$ cat src/rtl/sequential_group_borrow_subtractor_pkg.sv
// Shared types and defaults for the group-serial borrow-lookahead subtractor.
package sequential_group_borrow_subtractor_pkg;

  typedef enum logic [1:0] {
    S_IDLE = 2'd0,
    S_RUN  = 2'd1,
    S_DONE = 2'd2
  } state_e;

  localparam int DEFAULT_GROUP_WIDTH = 4;
  localparam int DEFAULT_GROUP_COUNT = 2;

  // Group index width. It never drops below one bit, so a single-group build still has a legal counter.
  function automatic int idx_width(input int n);
    return (n > 1) ? $clog2(n) : 1;
  endfunction

endpackage

$ cat src/rtl/sequential_group_borrow_subtractor_lookahead.sv
// One GROUP_WIDTH slice of subtraction: a - b - borrow_in using prefix generate/propagate borrows.
module group_borrow_lookahead #(
  parameter int GROUP_WIDTH = 4
) (
  input  logic [GROUP_WIDTH-1:0] a,
  input  logic [GROUP_WIDTH-1:0] b,
  input  logic                   borrow_in,
  output logic [GROUP_WIDTH-1:0] d,
  output logic                   borrow_out
);

  logic [GROUP_WIDTH-1:0] gen;
  logic [GROUP_WIDTH-1:0] prop;
  logic [GROUP_WIDTH:0]   brw;

  // A bit generates a borrow when a=0,b=1 and passes one through when a==b.
  assign gen  = ~a & b;
  assign prop = ~(a ^ b);

  always_comb begin
    logic gg;
    logic pp;
    gg     = 1'b0;
    pp     = 1'b1;
    brw    = '0;
    brw[0] = borrow_in;
    for (int i = 0; i < GROUP_WIDTH; i++) begin
      gg         = gen[i] | (prop[i] & gg);
      pp         = prop[i] & pp;
      brw[i + 1] = gg | (pp & borrow_in);
    end
  end

  assign d          = a ^ b ^ brw[GROUP_WIDTH-1:0];
  assign borrow_out = brw[GROUP_WIDTH];

endmodule

$ cat src/rtl/sequential_group_borrow_subtractor.sv
// Group-serial subtractor: one borrow-lookahead slice per cycle, LSB group first, registered results.
module sequential_group_borrow_subtractor
  import sequential_group_borrow_subtractor_pkg::*;
#(
  parameter int GROUP_WIDTH = DEFAULT_GROUP_WIDTH,
  parameter int GROUP_COUNT = DEFAULT_GROUP_COUNT,
  parameter int WIDTH       = GROUP_COUNT * GROUP_WIDTH
) (
  input  logic             clock,
  input  logic             reset,
  input  logic             start,
  input  logic [WIDTH-1:0] x,
  input  logic [WIDTH-1:0] y,
  input  logic             borrow_in,
  output logic             busy,
  output logic             done,
  output logic [WIDTH-1:0] z,
  output logic             borrow_out,
  output logic             overflow
);

  localparam int               IDX_W    = idx_width(GROUP_COUNT);
  localparam logic [IDX_W-1:0] LAST_IDX = IDX_W'(GROUP_COUNT - 1);

  state_e           state_q;
  logic [IDX_W-1:0] idx_q;
  logic [IDX_W-1:0] idx_d;
  logic [WIDTH-1:0] x_q;
  logic [WIDTH-1:0] y_q;
  logic [WIDTH-1:0] z_q;
  logic             borrow_q;
  logic             overflow_q;
  logic             busy_q;
  logic             done_q;

  int                     base;
  logic [GROUP_WIDTH-1:0] grp_a;
  logic [GROUP_WIDTH-1:0] grp_b;
  logic [GROUP_WIDTH-1:0] grp_d;
  logic                   grp_borrow;
  logic                   last_grp;
  logic                   overflow_d;

  assign base     = int'(idx_q) * GROUP_WIDTH;
  assign grp_a    = x_q[base +: GROUP_WIDTH];
  assign grp_b    = y_q[base +: GROUP_WIDTH];
  assign last_grp = (idx_q == LAST_IDX);
  assign idx_d    = last_grp ? '0 : idx_q + 1'b1;

  // The last slice carries the result MSB, so signed overflow is decided in that cycle.
  assign overflow_d = (x_q[WIDTH-1] != y_q[WIDTH-1]) && (grp_d[GROUP_WIDTH-1] != x_q[WIDTH-1]);

  group_borrow_lookahead #(
    .GROUP_WIDTH(GROUP_WIDTH)
  ) u_group (
    .a         (grp_a),
    .b         (grp_b),
    .borrow_in (borrow_q),
    .d         (grp_d),
    .borrow_out(grp_borrow)
  );

  // borrow_q is the running inter-group borrow; once the run ends it is the final borrow_out.
  always_ff @(posedge clock) begin
    if (reset) begin
      state_q    <= S_IDLE;
      idx_q      <= '0;
      x_q        <= '0;
      y_q        <= '0;
      z_q        <= '0;
      borrow_q   <= 1'b0;
      overflow_q <= 1'b0;
      busy_q     <= 1'b0;
      done_q     <= 1'b0;
    end else begin
      case (state_q)
        S_IDLE, S_DONE: begin
          done_q <= 1'b0;
          if (start) begin
            state_q    <= S_RUN;
            busy_q     <= 1'b1;
            x_q        <= x;
            y_q        <= y;
            borrow_q   <= borrow_in;
            idx_q      <= '0;
            z_q        <= '0;
            overflow_q <= 1'b0;
          end
        end
        S_RUN: begin
          z_q[base +: GROUP_WIDTH] <= grp_d;
          borrow_q                 <= grp_borrow;
          idx_q                    <= idx_d;
          if (last_grp) begin
            state_q    <= S_DONE;
            busy_q     <= 1'b0;
            done_q     <= 1'b1;
            overflow_q <= overflow_d;
          end
        end
        default: begin
          state_q <= S_IDLE;
          busy_q  <= 1'b0;
          done_q  <= 1'b0;
        end
      endcase
    end
  end

  assign busy       = busy_q;
  assign done       = done_q;
  assign z          = z_q;
  assign borrow_out = borrow_q;
  assign overflow   = overflow_q;

endmodule

$ cat config.mk
export PLATFORM = sky130hd
export DESIGN_NAME = sequential_group_borrow_subtractor
export DESIGN_NICKNAME = d
export VERILOG_FILES = /design/src/rtl/sequential_group_borrow_subtractor_pkg.sv /design/src/rtl/sequential_group_borrow_subtractor_lookahead.sv /design/src/rtl/sequential_group_borrow_subtractor.sv
export SDC_FILE = /design/constraint.sdc
export NUM_CORES = 1
export LEC_CHECK = 0
export BUFFER_PORTS_ARGS = -buffer_cell sky130_fd_sc_hd__buf_2
export CAP_MARGIN = 10
export CORE_ASPECT_RATIO = 1.75
export CORE_MARGIN = 4
export CORE_UTILIZATION = 52
export CTS_CLUSTER_SIZE = 10
export DETAILED_ROUTE_END_ITERATION = 7
export GPL_ROUTABILITY_DRIVEN = 0
export PLACE_DENSITY_LB_ADDON = 0.15
export SLEW_MARGIN = 20
export SYNTH_ARGS = -nofsm -noshare
export SYNTH_HDL_FRONTEND = slang
export SYNTH_SLANG_ARGS = --single-unit
$ cat constraint.sdc
create_clock -name clock -period 3.3 [get_ports clock]
set_input_delay 0.33 -clock clock [delete_from_list [all_inputs] [get_ports clock]]
set_output_delay 0.33 -clock clock [all_outputs]
set_load 0.02 [all_outputs]
==> results of run 1 <==
-- path summary, 6_finish.rpt --
check | end | slack, ns | depth (start not counted)
max | overflow$_SDFFE_PP0P_ | 0.74 | 7
min | x_q[7]$_SDFFE_PP0P_ | 0.28 | 3
max reg2reg | overflow$_SDFFE_PP0P_ | 0.74 | 7
min reg2reg | y_q[5]$_SDFFE_PP0P_ | 0.45 | 2
-- stage by stage --
step | utilization | cells | setup slack, ns
2_1_floorplan | - | 164 | 0.945
3_3_place_gp | 0.612 | 211 | 0.879
3_5_place_dp | 0.612 | 211 | 0.760
4_1_cts | 0.640 | 217 | 0.712
5_1_grt | 0.640 | 217 | 0.552
6_report | 0.640 | 217 | 0.741
-- flip-flops by register name (all words and copies together) (netlist names) --
| name | flops |
|---|---|
| z | 8 |
| borrow_out | 1 |
| overflow | 1 |
| idx_q | 1 |
| state_q | 2 |
| x_q | 8 |
| done | 1 |
| busy | 1 |
| y_q | 8 |
-- cell type report --
type | count | area, sq um | area share
Clock buffer | 6 | 72.6 | 0.0449
Multi-Input combinational cell | 122 | 727 | 0.450
Sequential cell | 31 | 621 | 0.384
Tap cell | 26 | 32.5 | 0.0201
Timing Repair Buffer | 32 | 163 | 0.101
-- kinds of logic (layout without fill, tap and decap cells) --
group	count (synthesis)	count (layout)	share of synthesized area
buffers and inverters	11	38	0.0358
xor gates and xnor gates	4	4	0.0304
AOI/OAI and AO/OA	35	35	0.151
muxes	10	10	0.0752
DFF	31	31	0.444
adders and majority gates	5	5	0.0501
and+or+nand+nor	68	68	0.213
-- where the power goes --
part	internal [mW]	switching [mW]
Clock	0.140	0.125
Combinational	0.0698	0.0924
Sequential	0.397	0.0186
-- metal layers --
| metal | wire length (um) | share of wire |
|---|---|---|
| met4 | 53 | 0.019 |
| met1 | 1060 | 0.38 |
| met2 | 1520 | 0.55 |
| met5 | 0 | 0 |
| met3 | 138 | 0.050 |
-- tightest hold or removal path, stage by stage --
cell and delay, ns:
buf_2 0.09, nand2_1 0.04, a21oi_1 0.05
-- placed cells by master, fill, tap and decap left out --
| master | instances |
|---|---|
| a21oi_1 | 23 |
| nor3b_1 | 1 |
| o21ai_1 | 1 |
| dfxtp_1 | 31 |
| nand3_1 | 7 |
| o21a_1 | 4 |
| nand2b_1 | 3 |
| buf_4 | 1 |
| o31ai_2 | 1 |
| a31oi_1 | 2 |
| a21o_2 | 1 |
| ha_1 | 4 |
| buf_2 | 31 |
| xor2_2 | 1 |
| clkbuf_8 | 5 |
| or3b_2 | 1 |
| clkbuf_1 | 1 |
| nand4b_1 | 1 |
| nor2b_1 | 3 |
| xnor2_1 | 3 |
| a211oi_1 | 1 |
| nor2_1 | 15 |
| nor3_1 | 1 |
| nand2_1 | 35 |
| o21bai_2 | 1 |
| and2b_1 | 1 |
| fa_1 | 1 |
| mux2_2 | 4 |
| mux2i_1 | 6 |
| a221oi_1 | 1 |
==> flow_metrics.tcl, run 1 <==
set metrics [dict create \
    status "complete, no violations" \
    postCtsSetupBuffers 0 \
    clk_pin_slew_ns 0.06 \
    stdcell_area_sq_um 1620 \
    synth_commonest_cells "nand2_1 (35), dfxtp_1 (31), a21oi_1 (23), nor2_1 (15)" \
    drtIter0Drc 26 \
    seq_area_frac_synth 0.444 \
    cts.sinks 31 \
    slew_headroom 0.383 \
    p_leak_nw 0.686 \
    crit_path_end_kind "register" \
    synth_top_cell_by_area "dfxtp_1" \
    synth.distinct_cells 28 \
    ys.flop_type "dfxtp_1" \
    num_rows 24 \
    finalHoldViolations 0 \
    synth_cells 164 \
    post_drt_wl_per_cell_um 12.8 \
    first_pass_iters 4 \
    cp_max_fo 15 \
    synth_top_area_frac 0.444 \
    synth-seq-cells 31 \
    r2r_start "idx_q$_SDFFE_PP0P_" \
    num_vias 1175 \
    crit_arrival_ns 2.71 \
    overflow 0 \
    die_w_um 47.2 \
    final.period_utilization 0.775 \
    synth_nets 189 \
    nets 217 \
    total_power_mw 0.843 \
    yosys-top-cells-area "dfxtp_1 (44%), nand2_1 (9.4%), a21oi_1 (8.2%), mux2i_1 (4.3%), nor2_1 (4.0%)" \
    gr-usage-met1 0.186 \
    clk_path_buf_depth 2 \
    io_buffers 31 \
    setup_viol 0 \
    cp.required_ns 3.45 \
    slowest_delay_ns 0.69 \
    synth_area_sq_um 1400 \
    dp_hpwl_um 2010 \
    crit_buf_inv 0 \
    crit_slowest_cell "dfxtp_1" \
    clkLatencyLatePin_ns 0.28 \
    skew_ns 0.00555 \
    diodes 0 \
    synth-edff-count 0 \
    antenna_found_initial 0 \
    rsz0062_at_grt "no" \
    crit_chain "mux2_2 -> ha_1 -> a211oi_1 -> o21bai_2 -> xor2_2 -> mux2i_1 -> o31ai_2" \
    path_class "register to register" \
    yosysMostFrequentCell "nand2_1" \
    setup-tns-final_ns 0 \
    max_slew.worst_pin.slew_ns 0.926 \
    fillers 240 \
    grt_pass1_wl_um 5000 \
    hp-class "primary input to register" \
    synth-warning-count 0 \
    crit_start "idx_q$_SDFFE_PP0P_" \
    hold_ws_ns 0.283 \
    grt_util_met3 0.0591 \
    critical-path-top-delay-family "flip-flops" \
    drive_gt1_frac 0.241 \
    grt_use_total 0.185 \
    cts_resized 0 \
    core_sq_um 2520 \
    synth.avg_cell_area_sq_um 8.52 \
    grt_max_degree 33 \
    max-vdd-ir-drop_mv 0.342 \
    drc 0 \
    period_needed_ns 2.56 \
    grt_pass1_vias 1201 \
    numCtsBuffers 5 \
    dieArea_sq_um 3610 \
    slew_viol_final 0 \
    fmax_ghz 0.391 \
    place_area_sq_um 1540 \
    drtAntennaViolNets 0 \
    cts_tree "built" \
    start_util 0.554 \
    wl_um 2780 \
    p_per_area_nw_per_um2 522 \
    async_flop_share 0 \
    grt_busiest_layer "met2" \
    via_per_inst 5.41 \
    syn2layout_area_growth_pct 15.6 \
    htree_levels 2 \
    critPathLaunchType "register" \
    die_h_um 76.6 \
    maxCapViolCount 0 \
    io_pins 32 \
    hold_start "x[7]" \
    use_met2 0.326 \
    cts_hold_buffers 0 \
    root_buffer "clkbuf_8" \
]
(Power assumes the default switching activity.)
==> run 2, diff against run 1 <==
==> constraint.sdc (replaced) <==
create_clock -name clock -period 2.63 [get_ports clock]
set_input_delay 0.263 -clock clock [delete_from_list [all_inputs] [get_ports clock]]
set_output_delay 0.263 -clock clock [all_outputs]
set_load 0.02 [all_outputs]
==> run 2 against run 1 <==
- cell count increased by 1.4%
- worst setup slack got worse by 0.30 ns
- via count increased by 3.0%
- hold slack got worse by 0.057 ns
- fmax increased by 17%
- critical endpoint unchanged
- largest cell class unchanged
==> flow_metrics.tcl, run 2 (synthesized netlist as in run 1, its figures left out) <==
set metrics [dict create \
    crit_start "idx_q$_SDFFE_PP0P_" \
    setup_viol 0 \
    dr_wl_met3_um 139 \
    drc 0 \
    clk_pin_slew_ns 0.06 \
    clkLatencyLatePin_ns 0.27 \
    core_sq_um 2520 \
    grt_pass1_wl_um 4970 \
    cts.sinks 31 \
    max_slew.worst_pin.slew_ns 0.551 \
    top_layer "met4" \
    finalHoldViolations 0 \
    p_int_mw 0.766 \
    num_vias 1210 \
    stdcell_area_sq_um 1640 \
    crit_arrival_ns 2.33 \
    rsz0062_at_grt "no" \
    layout.cells.most_common_list "nand2_1 (35), dfxtp_1 (31), buf_2 (31)" \
    whs_endpoint "y_q[6]$_SDFFE_PP0P_" \
    p_leak_nw 0.701 \
    antenna_found_initial 0 \
    met2_length_um 1610 \
    r2r_end "overflow$_SDFFE_PP0P_" \
    first_pass_iters 4 \
    fmax_ghz 0.457 \
    die_w_um 47.2 \
    diodes 0 \
    syn2layout_area_growth_pct 17.2 \
    cts_resized 0 \
    nets 220 \
    switching_share 0.273 \
    slew_headroom 0.633 \
    cp.required_ns 2.77 \
    via_per_inst 5.50 \
    grt_max_degree 33 \
    slew_viol_final 0 \
    htree_levels 2 \
    setup-tns-final_ns 0 \
    pwr-share-clk 0.308 \
    p_comb_frac 0.200 \
    path_class "register to register" \
    holdPathStages 3 \
    final_common_cell "nand2_1" \
    clk_path_buf_depth 2 \
    p_per_area_nw_per_um2 643 \
    cts_tree "built" \
    die_h_um 76.6 \
    cts_hold_buffers 0 \
    grt_pass1_vias 1187 \
    io_pins 32 \
    ff2ff_setup_slack_ns 0.44 \
    maxCapViolCount 0 \
    r2r_start "idx_q$_SDFFE_PP0P_" \
    critPathLaunchType "register" \
    post_drt_wl_per_cell_um 12.8 \
    multi_input_area_sq_um 727 \
    final.period_utilization 0.832 \
    reg2regPathDepth 8 \
    hold_start "y[6]" \
    overflow 0 \
    dp_hpwl_um 2130 \
    status "complete, no violations" \
    drtAntennaViolNets 0 \
    place_area_sq_um 1570 \
    switchingPower_mw 0.287 \
    numCtsBuffers 5 \
    start_util 0.554 \
    skew_ns 0.00553 \
    num_rows 24 \
    dieArea_sq_um 3610 \
    postCtsSetupBuffers 0 \
    max-vdd-ir-drop_mv 0.560 \
    fillers 229 \
    hp-class "primary input to register" \
    regArea_sq_um 621 \
    crit_path_end_kind "register" \
    cp_max_fo 6 \
    io_buffers 31 \
    wl_met1_um 1020 \
    drtIter0Drc 14 \
    root_buffer "clkbuf_8" \
    grt_use_total 0.184 \
    total_power_mw 1.05 \
    power.share.sequential 0.492 \
    drive_gt1_frac 0.253 \
    period_needed_ns 2.19 \
    wl_um 2820 \
]
-- run 2: cell count changes in the layout (fill, tap and decap cells not counted), sizes merged --
cell / delta
buf: +3
-- run 2: cell type report --
type	instances	share of cell area
well taps	26	0.0199
multi-input cells	122	0.444
repair buffers	35	0.113
flip-flops and latches	31	0.379
clock buffers	6	0.0443
-- run 2: critical path, cell delays in order, from the launching register on --
cell      delay (ns)
dfxtp_1         0.39
buf_4           0.19
mux2_2          0.34
ha_1            0.21
a211oi_1        0.27
o21bai_2        0.13
xor2_2          0.21
mux2i_1         0.24
o31ai_2         0.07
-- run 2: metrics by stage --
step / cells / utilization / setup WS, ns / hold WS [ns]
final: 220 / 0.649 / 0.442 / 0.226
after global routing: 220 / 0.649 / 0.299 / 0.224
after CTS: 220 / 0.649 / 0.420 / 0.218
after detailed placement: 214 / 0.621 / 0.430 / 0.445
after global placement: 214 / 0.621 / 0.508 / 0.445
after floorplan: 164 / - / 0.275 / 0.364
-- run 2: worst max-delay path by stage --
stage | endpoint | slack (ns)
after floorplan | overflow$_SDFFE_PP0P_ | 0.28
after global placement | overflow$_SDFFE_PP0P_ | 0.51
after detailed placement | overflow$_SDFFE_PP0P_ | 0.43
after CTS | overflow$_SDFFE_PP0P_ | 0.42
after global routing | overflow$_SDFFE_PP0P_ | 0.30
final | overflow$_SDFFE_PP0P_ | 0.44
-- run 2: per-layer routing --
layer | GRT usage | vias to the layer above
met1 | 0.194 | 565
met5 | 0 | -
li1 | - | 612
met4 | 0.0609 | 0
met2 | 0.324 | 29
met3 | 0.0520 | 4
-- run 2: power groups by stage --
stage               clock, mW  combinational, mW  sequential (mW)
detailed placement          0              0.211            0.529
global placement            0              0.206            0.528
floorplan                   0              0.148            0.536
CTS                     0.336              0.213            0.519
global route            0.361              0.237            0.524
finish                  0.324              0.210            0.519
